File: config.mk
export PLATFORM = sky130hd
export DESIGN_NAME = mode_sequencer_flat
export DESIGN_NICKNAME = d
export VERILOG_FILES = /design/src/rtl/mode_seq_pkg.sv /design/src/rtl/mode_sequencer_if.sv /design/src/rtl/frame_divider.sv /design/src/rtl/mode_sequencer.sv /design/src/flat_wrapper.sv
export SDC_FILE = /design/constraint.sdc
export NUM_CORES = 1
export LEC_CHECK = 0
export ABC_AREA = 1
export CORE_MARGIN = 1
export CORE_UTILIZATION = 33
export DETAILED_ROUTE_END_ITERATION = 8
export PLACE_DENSITY = 0.74
export SETUP_SLACK_MARGIN = 0.15
export SLEW_MARGIN = 20
export SYNTH_ARGS = -nofsm -noshare
export SYNTH_HDL_FRONTEND = slang
export SYNTH_HIERARCHICAL = 1
export SYNTH_SLANG_ARGS = --single-unit
File: constraint.sdc
create_clock -name clk -period 0.8 [get_ports clk]
set_input_delay 0.16 -clock clk [delete_from_list [all_inputs] [get_ports clk]]
set_output_delay 0.16 -clock clk [all_outputs]
set_load 0.005 [all_outputs]
File: src/rtl/mode_seq_pkg.sv
// rtl/mode_seq_pkg.sv - state encoding, mode codes and mode_params field layout for mode_sequencer
package mode_seq_pkg;

  typedef enum logic [1:0] {
    S_MANUAL  = 2'd0,
    S_PENDING = 2'd1,
    S_AUTO    = 2'd2
  } state_e;

  localparam logic [2:0] MODE_PASS = 3'd0;
  localparam logic [2:0] MODE_RAMP = 3'd1;
  localparam logic [2:0] MODE_BARS = 3'd2;
  localparam logic [2:0] MODE_XORS = 3'd3;

  localparam int TIMING_BIT = 7;
  localparam int MODE_MSB   = 6;
  localparam int MODE_LSB   = 4;
  localparam int ARGS_MSB   = 3;
  localparam int ARGS_LSB   = 0;

  // Out-of-range modes (>= num_modes) fold back to 0 along with the normal wrap.
  function automatic logic [2:0] next_mode(input logic [2:0] m, input int num_modes);
    if (int'(m) >= num_modes - 1) begin
      return 3'd0;
    end
    return m + 3'd1;
  endfunction

endpackage

File: src/rtl/mode_sequencer_if.sv
// rtl/mode_sequencer_if.sv - config request handshake between controller and mode_sequencer
interface mode_sequencer_if;
  logic [7:0] cfg_in;
  logic       cfg_valid;
  logic       cfg_ready;

  modport master (output cfg_in, output cfg_valid, input cfg_ready);
  modport slave  (input cfg_in, input cfg_valid, output cfg_ready);
endinterface

File: src/rtl/frame_divider.sv
// rtl/frame_divider.sv - counts frame_end pulses and fires step once every dwell+1 frames
module frame_divider (
  input  logic       clk,
  input  logic       reset,
  input  logic       frame_end,
  input  logic       clear,
  input  logic [7:0] dwell,
  output logic       step
);

  logic [7:0] count_q;
  logic [7:0] count_d;

  // >= rather than == so a dwell lowered below the current count steps at once.
  assign step = frame_end && !clear && (count_q >= dwell);

  always_comb begin
    count_d = count_q;
    if (clear) begin
      count_d = 8'd0;
    end else if (frame_end) begin
      count_d = step ? 8'd0 : count_q + 8'd1;
    end
  end

  always_ff @(posedge clk or posedge reset) begin
    if (reset) begin
      count_q <= 8'd0;
    end else begin
      count_q <= count_d;
    end
  end

endmodule

File: src/rtl/mode_sequencer.sv
// rtl/mode_sequencer.sv - applies requested pattern modes on frame boundaries, optional auto cycling
// Auto cycling (S_AUTO and the frame divider) is built only with MODE_SEQ_AUTO_EN defined.
module mode_sequencer
  import mode_seq_pkg::*;
#(
  parameter logic [7:0] RESET_PARAMS = 8'h10,
  parameter int         NUM_MODES    = 4
) (
  input  logic              clk,
  input  logic              reset,
  input  logic              frame_end,
  mode_sequencer_if.slave   cfg,
  input  logic              auto_en,
  input  logic [7:0]        dwell,
  output logic [7:0]        mode_params,
  output logic              pending,
  output logic              advance
);

  state_e     state_q, state_d;
  logic [7:0] mode_q, mode_d;
  logic [7:0] shadow_q, shadow_d;
  logic       advance_q, advance_d;
  logic       accept;
  logic       auto_req;
  logic       div_step;

  assign cfg.cfg_ready = (state_q != S_PENDING);
  assign accept        = cfg.cfg_valid && cfg.cfg_ready;
  assign mode_params   = mode_q;
  assign pending       = (state_q == S_PENDING);
  assign advance       = advance_q;

`ifdef MODE_SEQ_AUTO_EN
  logic div_clear;
  logic div_tick;

  // An accept on the frame_end cycle takes precedence, so the counter must hold.
  assign div_clear = (state_q != S_AUTO) || !auto_en;
  assign div_tick  = frame_end && !accept;
  assign auto_req  = auto_en;

  frame_divider u_frame_divider (
    .clk       (clk),
    .reset     (reset),
    .frame_end (div_tick),
    .clear     (div_clear),
    .dwell     (dwell),
    .step      (div_step)
  );
`else
  logic unused_auto;

  assign auto_req    = 1'b0;
  assign div_step    = 1'b0;
  assign unused_auto = auto_en ^ (^dwell);
`endif

  always_comb begin
    state_d   = state_q;
    mode_d    = mode_q;
    shadow_d  = shadow_q;
    advance_d = 1'b0;
    case (state_q)
      S_MANUAL: begin
        if (accept) begin
          shadow_d = cfg.cfg_in;
          state_d  = S_PENDING;
        end else if (auto_req) begin
          state_d = S_AUTO;
        end
      end
      S_PENDING: begin
        if (frame_end) begin
          mode_d    = shadow_q;
          advance_d = 1'b1;
          state_d   = auto_req ? S_AUTO : S_MANUAL;
        end
      end
      S_AUTO: begin
        if (accept) begin
          shadow_d = cfg.cfg_in;
          state_d  = S_PENDING;
        end else if (!auto_req) begin
          state_d = S_MANUAL;
        end else if (div_step) begin
          mode_d[MODE_MSB:MODE_LSB] = next_mode(mode_q[MODE_MSB:MODE_LSB], NUM_MODES);
          advance_d                 = 1'b1;
        end
      end
      default: begin
        state_d = S_MANUAL;
      end
    endcase
  end

  always_ff @(posedge clk or posedge reset) begin
    if (reset) begin
      state_q   <= S_MANUAL;
      mode_q    <= RESET_PARAMS;
      shadow_q  <= 8'd0;
      advance_q <= 1'b0;
    end else begin
      state_q   <= state_d;
      mode_q    <= mode_d;
      shadow_q  <= shadow_d;
      advance_q <= advance_d;
    end
  end

endmodule

File: src/flat_wrapper.sv
// flat-port wrapper written by rule: the top's interface ports become plain ports
module mode_sequencer_flat import mode_seq_pkg::*;
#(
  parameter logic [7:0] RESET_PARAMS = 8'h10,
  parameter int         NUM_MODES    = 4
)
  (clk, reset, frame_end, auto_en, dwell, mode_params, pending, advance, cfg_cfg_in, cfg_cfg_valid, cfg_cfg_ready);
  mode_sequencer_if cfg_i ();
  input  logic clk;
  input  logic reset;
  input  logic frame_end;
  input  logic auto_en;
  input  logic [7:0] dwell;
  output logic [7:0] mode_params;
  output logic pending;
  output logic advance;
  input wire logic [$bits(cfg_i.cfg_in)-1:0] cfg_cfg_in;
  input wire logic [$bits(cfg_i.cfg_valid)-1:0] cfg_cfg_valid;
  output wire logic [$bits(cfg_i.cfg_ready)-1:0] cfg_cfg_ready;
  assign cfg_i.cfg_in = cfg_cfg_in;
  assign cfg_i.cfg_valid = cfg_cfg_valid;
  assign cfg_cfg_ready = cfg_i.cfg_ready;
  mode_sequencer #(.RESET_PARAMS(RESET_PARAMS), .NUM_MODES(NUM_MODES)) u_core (.clk(clk), .reset(reset), .frame_end(frame_end), .cfg(cfg_i), .auto_en(auto_en), .dwell(dwell), .mode_params(mode_params), .pending(pending), .advance(advance));
endmodule
==> flow_summary_export.csv, run 1 <==
group,metric,value,unit
grt,grt_usage,15.2,%
logic_synthesis,synthCells,76,
die,die_y,49.3,um
die,die_w,49.3,um
routing,routedWlPerCell,11.4,um
layout,fin_area,1180,um^2
logic_synthesis,syn_area,738,um^2
worst_setup_path,cp_cell_sequence,"buf_6 > inv_4 > buf_6",
logic_synthesis,synth_top_cell_area_share,57.6,%
routing,wl,1660,um
job,max_cap_viol_count,0,
logic_synthesis,yosys-top-cells-count,"nand2_1 (32), dfrtp_1 (17), nand3_1 (14)",
clock_tree,clock_latency,0.28,ns
clock_tree,htreeDepth,1,
timing,hold_viol_final,0,
timing,maxSlewHeadroom,68.6,%
timing,fin_worst_hold_slack,0.0798,ns
timing,grt_setup_unrepaired,"yes",
logic_synthesis,yosys-top-cells-area,"dfrtp_1 (58%), nand2_1 (16%), nand3_1 (9.5%), dfstp_2 (3.6%), nand3_2 (2.7%)",
timing,max_freq,906,MHz
power_and_ir_drop,p_leak,0.628,nW
worst_setup_path,crit_type,"reg2out",
routing,ant_nets,0,
routing,drtIter0Drc,6,
worst_setup_path,cp_num_buf_inv,3,
die,io_pins,32,
timing,finalClockSkew,0.00117,ns
timing,min_period,1.10,ns
die,rows,16,
routing,via_count,640,
logic_synthesis,synth_ff_type,"dfrtp_1",
routing,via_per_inst,4.41,
status,status,"complete, but fails checks",
grt,grt_max_degree,12,
logic_synthesis,synth_warnings,6,
clock_tree,cts_buffer_depth,2,
placed_design,portBuffers,22,
placed_design,gp_congestion,0.739,
timing,drv_slew,0,
die,die_area,2430,um^2
worst_setup_path,start_kind,"flip-flop",
logic_synthesis,synth_edf_count,0,
logic_synthesis,postSynthAreaPerCell,9.71,um^2
clock_tree,tritoncts,"yes",
timing,tns,-6.71,ns
power_and_ir_drop,powerDensity,2290,nW/um^2
placed_design,place_inst,130,
clock_tree,cts-buffers-inserted,3,
logic_synthesis,ys_types,12,
timing,setup_viol,29,
grt,grt_antenna_before_repair,0,
logic_synthesis,async_flop_share,100,%
clock_tree,numClockSinks,18,
die,initial_core_util,36.5,%
placed_design,placed_cell_area,1040,um^2
worst_setup_path,critPathTopFamily,"flip-flops",
worst_setup_path,crit_required,0.64,ns
grt,overflow,0,
routing,drt-pass1-iter-count,4,
grt,grt_pass1_vias,613,
status,violations,"negative setup slack",
layout,syn_to_final_growth,60.5,%
timing,fin_crit_sh,138,%
logic_synthesis,yosysTopAreaCell,"dfrtp_1",
logic_synthesis,synth_most_common_cell,"nand2_1",
clock_tree,cts_root_buffer,"clkbuf_4",
logic_synthesis,yosysSeqAreaShare,61.2,%
worst_setup_path,crit_top_cell,"buf_6",
worst_setup_path,crit_path_max_fanout,2,
logic_synthesis,ys_ff_latch,18,
worst_setup_path,critPathMaxStageDelay,0.42,ns
logic_synthesis,synth_nets,97,
worst_setup_path,cp-end-kind,"output port",
placed_design,dp_hpwl,1080,um
die,core_area,2020,um^2
clock_tree,cts.clk_slew.worst_paths,0.09,ns
worst_setup_path,crit_path_top_delay_cell,"dfrtp_2",
worst_setup_path,arrival,0.94,ns
power_and_ir_drop,peakVddDrop,1060,uV
grt,grt_pass1_wl,2700,um
layout,layout.cells.non_filler,145,
timing,fin_ws,-0.304,ns
routing,route.detailed.drc,0,
layout,drive_gt1_share,45.8,%
power_and_ir_drop,report.power.total,2.71,mW
timing,max_slew.worst_pin.slew,0.470,ns
layout,nets,140,
layout,antenna_cells,0,
min_path,hp-class,"in2async",
[power by group]
| part | internal [mW] | leakage [nW] | switching, mW |
|---|---|---|---|
| Combinational | 0.562 | 0.391 | 0.448 |
| Sequential | 1.14 | 0.222 | 0.118 |
| Clock | 0.193 | 0.0150 | 0.252 |
| Total | 1.89 | 0.628 | 0.818 |
[routing by layer]
layer	vias to the layer above	share of wire, %	track usage (%)
met5	-	0	0
met2	17	49	23.7
met3	2	5.5	4.98
met4	0	1.0	8.82
li1	327	-	-
met1	294	45	18.0
[registers in the layout, indices dropped and copies added (netlist names)]
signal,cells
u_core/state_q,1
u_core/mode_params,8
u_core/shadow_q,8
u_core/advance,1
[through the flow]
step	util (%)	worst slack, ns
6_report	58.6	-0.304
5_1_grt	58.6	-0.352
4_1_cts	54.0	-0.310
3_5_place_dp	51.2	-0.359
3_3_place_gp	51.2	-0.350
2_1_floorplan	-	-0.0821
[what timing repair did]
action                                  CTS  global route
gates cloned                              1             0
hold buffers                              0             0
hold endpoints to repair                  0             0
resized for setup                        46            20
pin swaps                                 0             3
endpoints found under the setup margin   29            29
setup buffers                             7             3
[placed cells by master (no fill, tap or decap), types with 2 or more instances in the layout]
| master | instances |
|---|---|
| buf_4 | 16 |
| nand2_1 | 21 |
| clkbuf_4 | 3 |
| buf_12 | 2 |
| clkdlybuf4s50_1 | 10 |
| nand3_2 | 2 |
| nand2_2 | 8 |
| nand3_1 | 14 |
| buf_2 | 10 |
| nand2_8 | 2 |
| buf_6 | 2 |
| dfrtp_1 | 16 |
| nand2_4 | 4 |
[final timing paths]
check                                      start                    end  slack [ns]  depth (start not counted)
max in group asynchronous                  reset      u_core/state_q[0]        0.39                          3
max                            u_core/state_q[0]          cfg_cfg_ready       -0.30                          3
min in group clk                       frame_end         u_core/advance        0.35                          3
min reg2reg                u_core/mode_params[4]  u_core/mode_params[4]        0.47                          2
min                                        reset  u_core/mode_params[0]        0.08                          2
max reg2reg                    u_core/state_q[0]  u_core/mode_params[2]       -0.29                          6
[cells by family after synthesis]
family          after synthesis  synth area share, %
compound gates                1                 1.19
buf+inv                       7                 7.46
flops                        18                 61.2
simple gates                 50                 30.2
[final cells by class]
cell class | count | area, um^2
clock buffer | 4 | 26.3
fill | 182 | 837
inverter | 3 | 13.8
multi-input combinational | 52 | 313
sequential | 18 | 453
tap | 27 | 33.8
timing repair buffer | 41 | 345
No activity file was read; power rests on OpenSTA's default activity.
==> inputs of run 2 (changes only) <==
--- a/config.mk
+++ b/config.mk
@@ -11,6 +11,7 @@
 export DETAILED_ROUTE_END_ITERATION = 8
 export PLACE_DENSITY = 0.74
 export SETUP_SLACK_MARGIN = 0.15
+export SKIP_CTS_REPAIR_TIMING = 1
 export SLEW_MARGIN = 20
 export SYNTH_ARGS = -nofsm -noshare
 export SYNTH_HDL_FRONTEND = slang
==> run 2 against run 1 <==
Compared with the run above:
- the flow still finishes with violations (negative setup slack)
- die area did not move
- via count rose by 2.2%
- critical path depth did not move
- utilization rose by 0.12 points
- largest cell class unchanged
- largest power group unchanged
==> flow_summary_export.csv, run 2 (synthesis gave the netlist of run 1 again) <==
group,metric,value,unit
min_path,hp-class,"in2async",
power_and_ir_drop,report.power.total,2.71,mW
timing,drv_slew,0,
timing,hold_viol_final,0,
worst_setup_path,crit_cells,3,
layout,layout.cells.non_filler,144,
timing,fin_ws,-0.318,ns
layout,final_cell_mix,"nand2_1 (21), dfrtp_1 (16), buf_4 (15)",
worst_setup_path,critPathTopFamily,"flip-flops",
placed_design,dp_worst_setup_slack,-0.359,ns
grt,grt_pass1_vias,570,
timing,max_slew.worst_pin.slew,0.444,ns
die,die_area,2430,um^2
timing,tns,-6.73,ns
grt,grt_pass1_wl,2560,um
worst_setup_path,cp_num_buf_inv,3,
worst_setup_path,reg2reg_setup_slack,-0.29,ns
clock_tree,numClockSinks,18,
worst_setup_path,cp-end-kind,"output port",
die,core_area,2020,um^2
worst_setup_path,cp_cell_sequence,"buf_6 > inv_4 > buf_6",
clock_tree,cts_root_buffer,"clkbuf_4",
worst_setup_path,crit_required,0.64,ns
worst_setup_path,ff2ff_path_depth,6,
clock_tree,cts-buffers-inserted,3,
power_and_ir_drop,powerDensity,2280,nW/um^2
placed_design,place_inst,130,
die,initial_core_util,36.5,%
routing,via_count,654,
grt,grt_max_degree,12,
worst_setup_path,crit_path_end,"cfg_cfg_ready",
die,rows,16,
layout,final_core_util,58.7,%
routing,wl,1630,um
timing,fin_crit_sh,140,%
die,die_y,49.3,um
routing,ant_nets,0,
grt,overflow,0,
die,io_pins,32,
die,die_w,49.3,um
grt,grt_usage,14.4,%
worst_setup_path,critPathMaxStageDelay,0.43,ns
worst_setup_path,arrival,0.96,ns
clock_tree,clock_latency,0.28,ns
worst_setup_path,crit_path_max_fanout,3,
timing,max_freq,895,MHz
placed_design,dp_hpwl,1080,um
routing,via_per_inst,4.54,
worst_setup_path,start_kind,"flip-flop",
routing,routedWlPerCell,11.3,um
grt,grt_antenna_before_repair,0,
clock_tree,cts_buffer_depth,2,
placed_design,gp_congestion,0.739,
routing,drt-pass1-iter-count,4,
worst_setup_path,crit_path_top_delay_cell,"dfrtp_2",
layout,antenna_cells,0,
power_and_ir_drop,p_leak,0.622,nW
layout,syn_to_final_growth,60.8,%
job,max_cap_viol_count,0,
status,violations,"negative setup slack",
layout,nets,139,
worst_setup_path,r2r-start,"u_core/state_q[0]",
timing,grt_setup_unrepaired,"yes",
clock_tree,tritoncts,"yes",
routing,drtIter0Drc,12,
power_and_ir_drop,peakVddDrop,1250,uV
worst_setup_path,crit_top_cell,"buf_6",
layout,layout_commonest_cell,"nand2_1",
timing,setup_viol,29,
routing,route.detailed.drc,0,
status,status,"complete, but fails checks",
timing,finalClockSkew,0.000439,ns
placed_design,portBuffers,22,
worst_setup_path,crit_path_start,"u_core/state_q[0]",
timing,maxSlewHeadroom,70.3,%
clock_tree,htreeDepth,1,
layout,drive_gt1_share,47.0,%
timing,min_period,1.12,ns
clock_tree,cts.clk_slew.worst_paths,0.09,ns
worst_setup_path,crit_type,"reg2out",
worst_setup_path,reg2reg_to,"u_core/shadow_q[3]",
run 2: worst register-to-register path: stages (launching register included):
cell and delay (ns):
dfrtp_2 0.43, buf_6 0.12, inv_4 0.05, buf_4 0.17, nand2_4 0.10, nand2_1 0.07
nand2_1 0.05
run 2: where the power goes:
part	internal (mW)	total, mW	switching (mW)
registers	1.14	1.27	0.129
logic	0.548	0.995	0.446
clock network	0.193	0.446	0.253
total	1.88	2.71	0.828
run 2: area by class of cell:
type	instances	area [um^2]
Clock buffer	4	26.3
Fill cell	169	835
Inverter	3	13.8
Multi-Input combinational cell	52	323
Sequential cell	18	453
Tap cell	27	33.8
Timing Repair Buffer	40	338
run 2: through the flow:
step	hold WS, ns	cell area [um^2]
2_1_floorplan	0.0978	743
3_3_place_gp	0.384	1040
3_5_place_dp	0.382	1040
4_1_cts	0.0768	1060
5_1_grt	0.0819	1190
6_report	0.0818	1190
run 2: routing by layer:
layer,global-route usage [%],share of wire (%)
met2,20.8,49
met4,8.82,1.0
met1,18.6,44
met5,0,0
met3,4.67,5.3
run 2: worst min path at each step:
stage               start                     to
floorplan           reset         u_core/advance
finish              reset  u_core/mode_params[0]
global route        reset  u_core/mode_params[0]
detailed placement  reset  u_core/mode_params[0]
CTS                 reset  u_core/mode_params[0]
global placement    reset  u_core/mode_params[0]
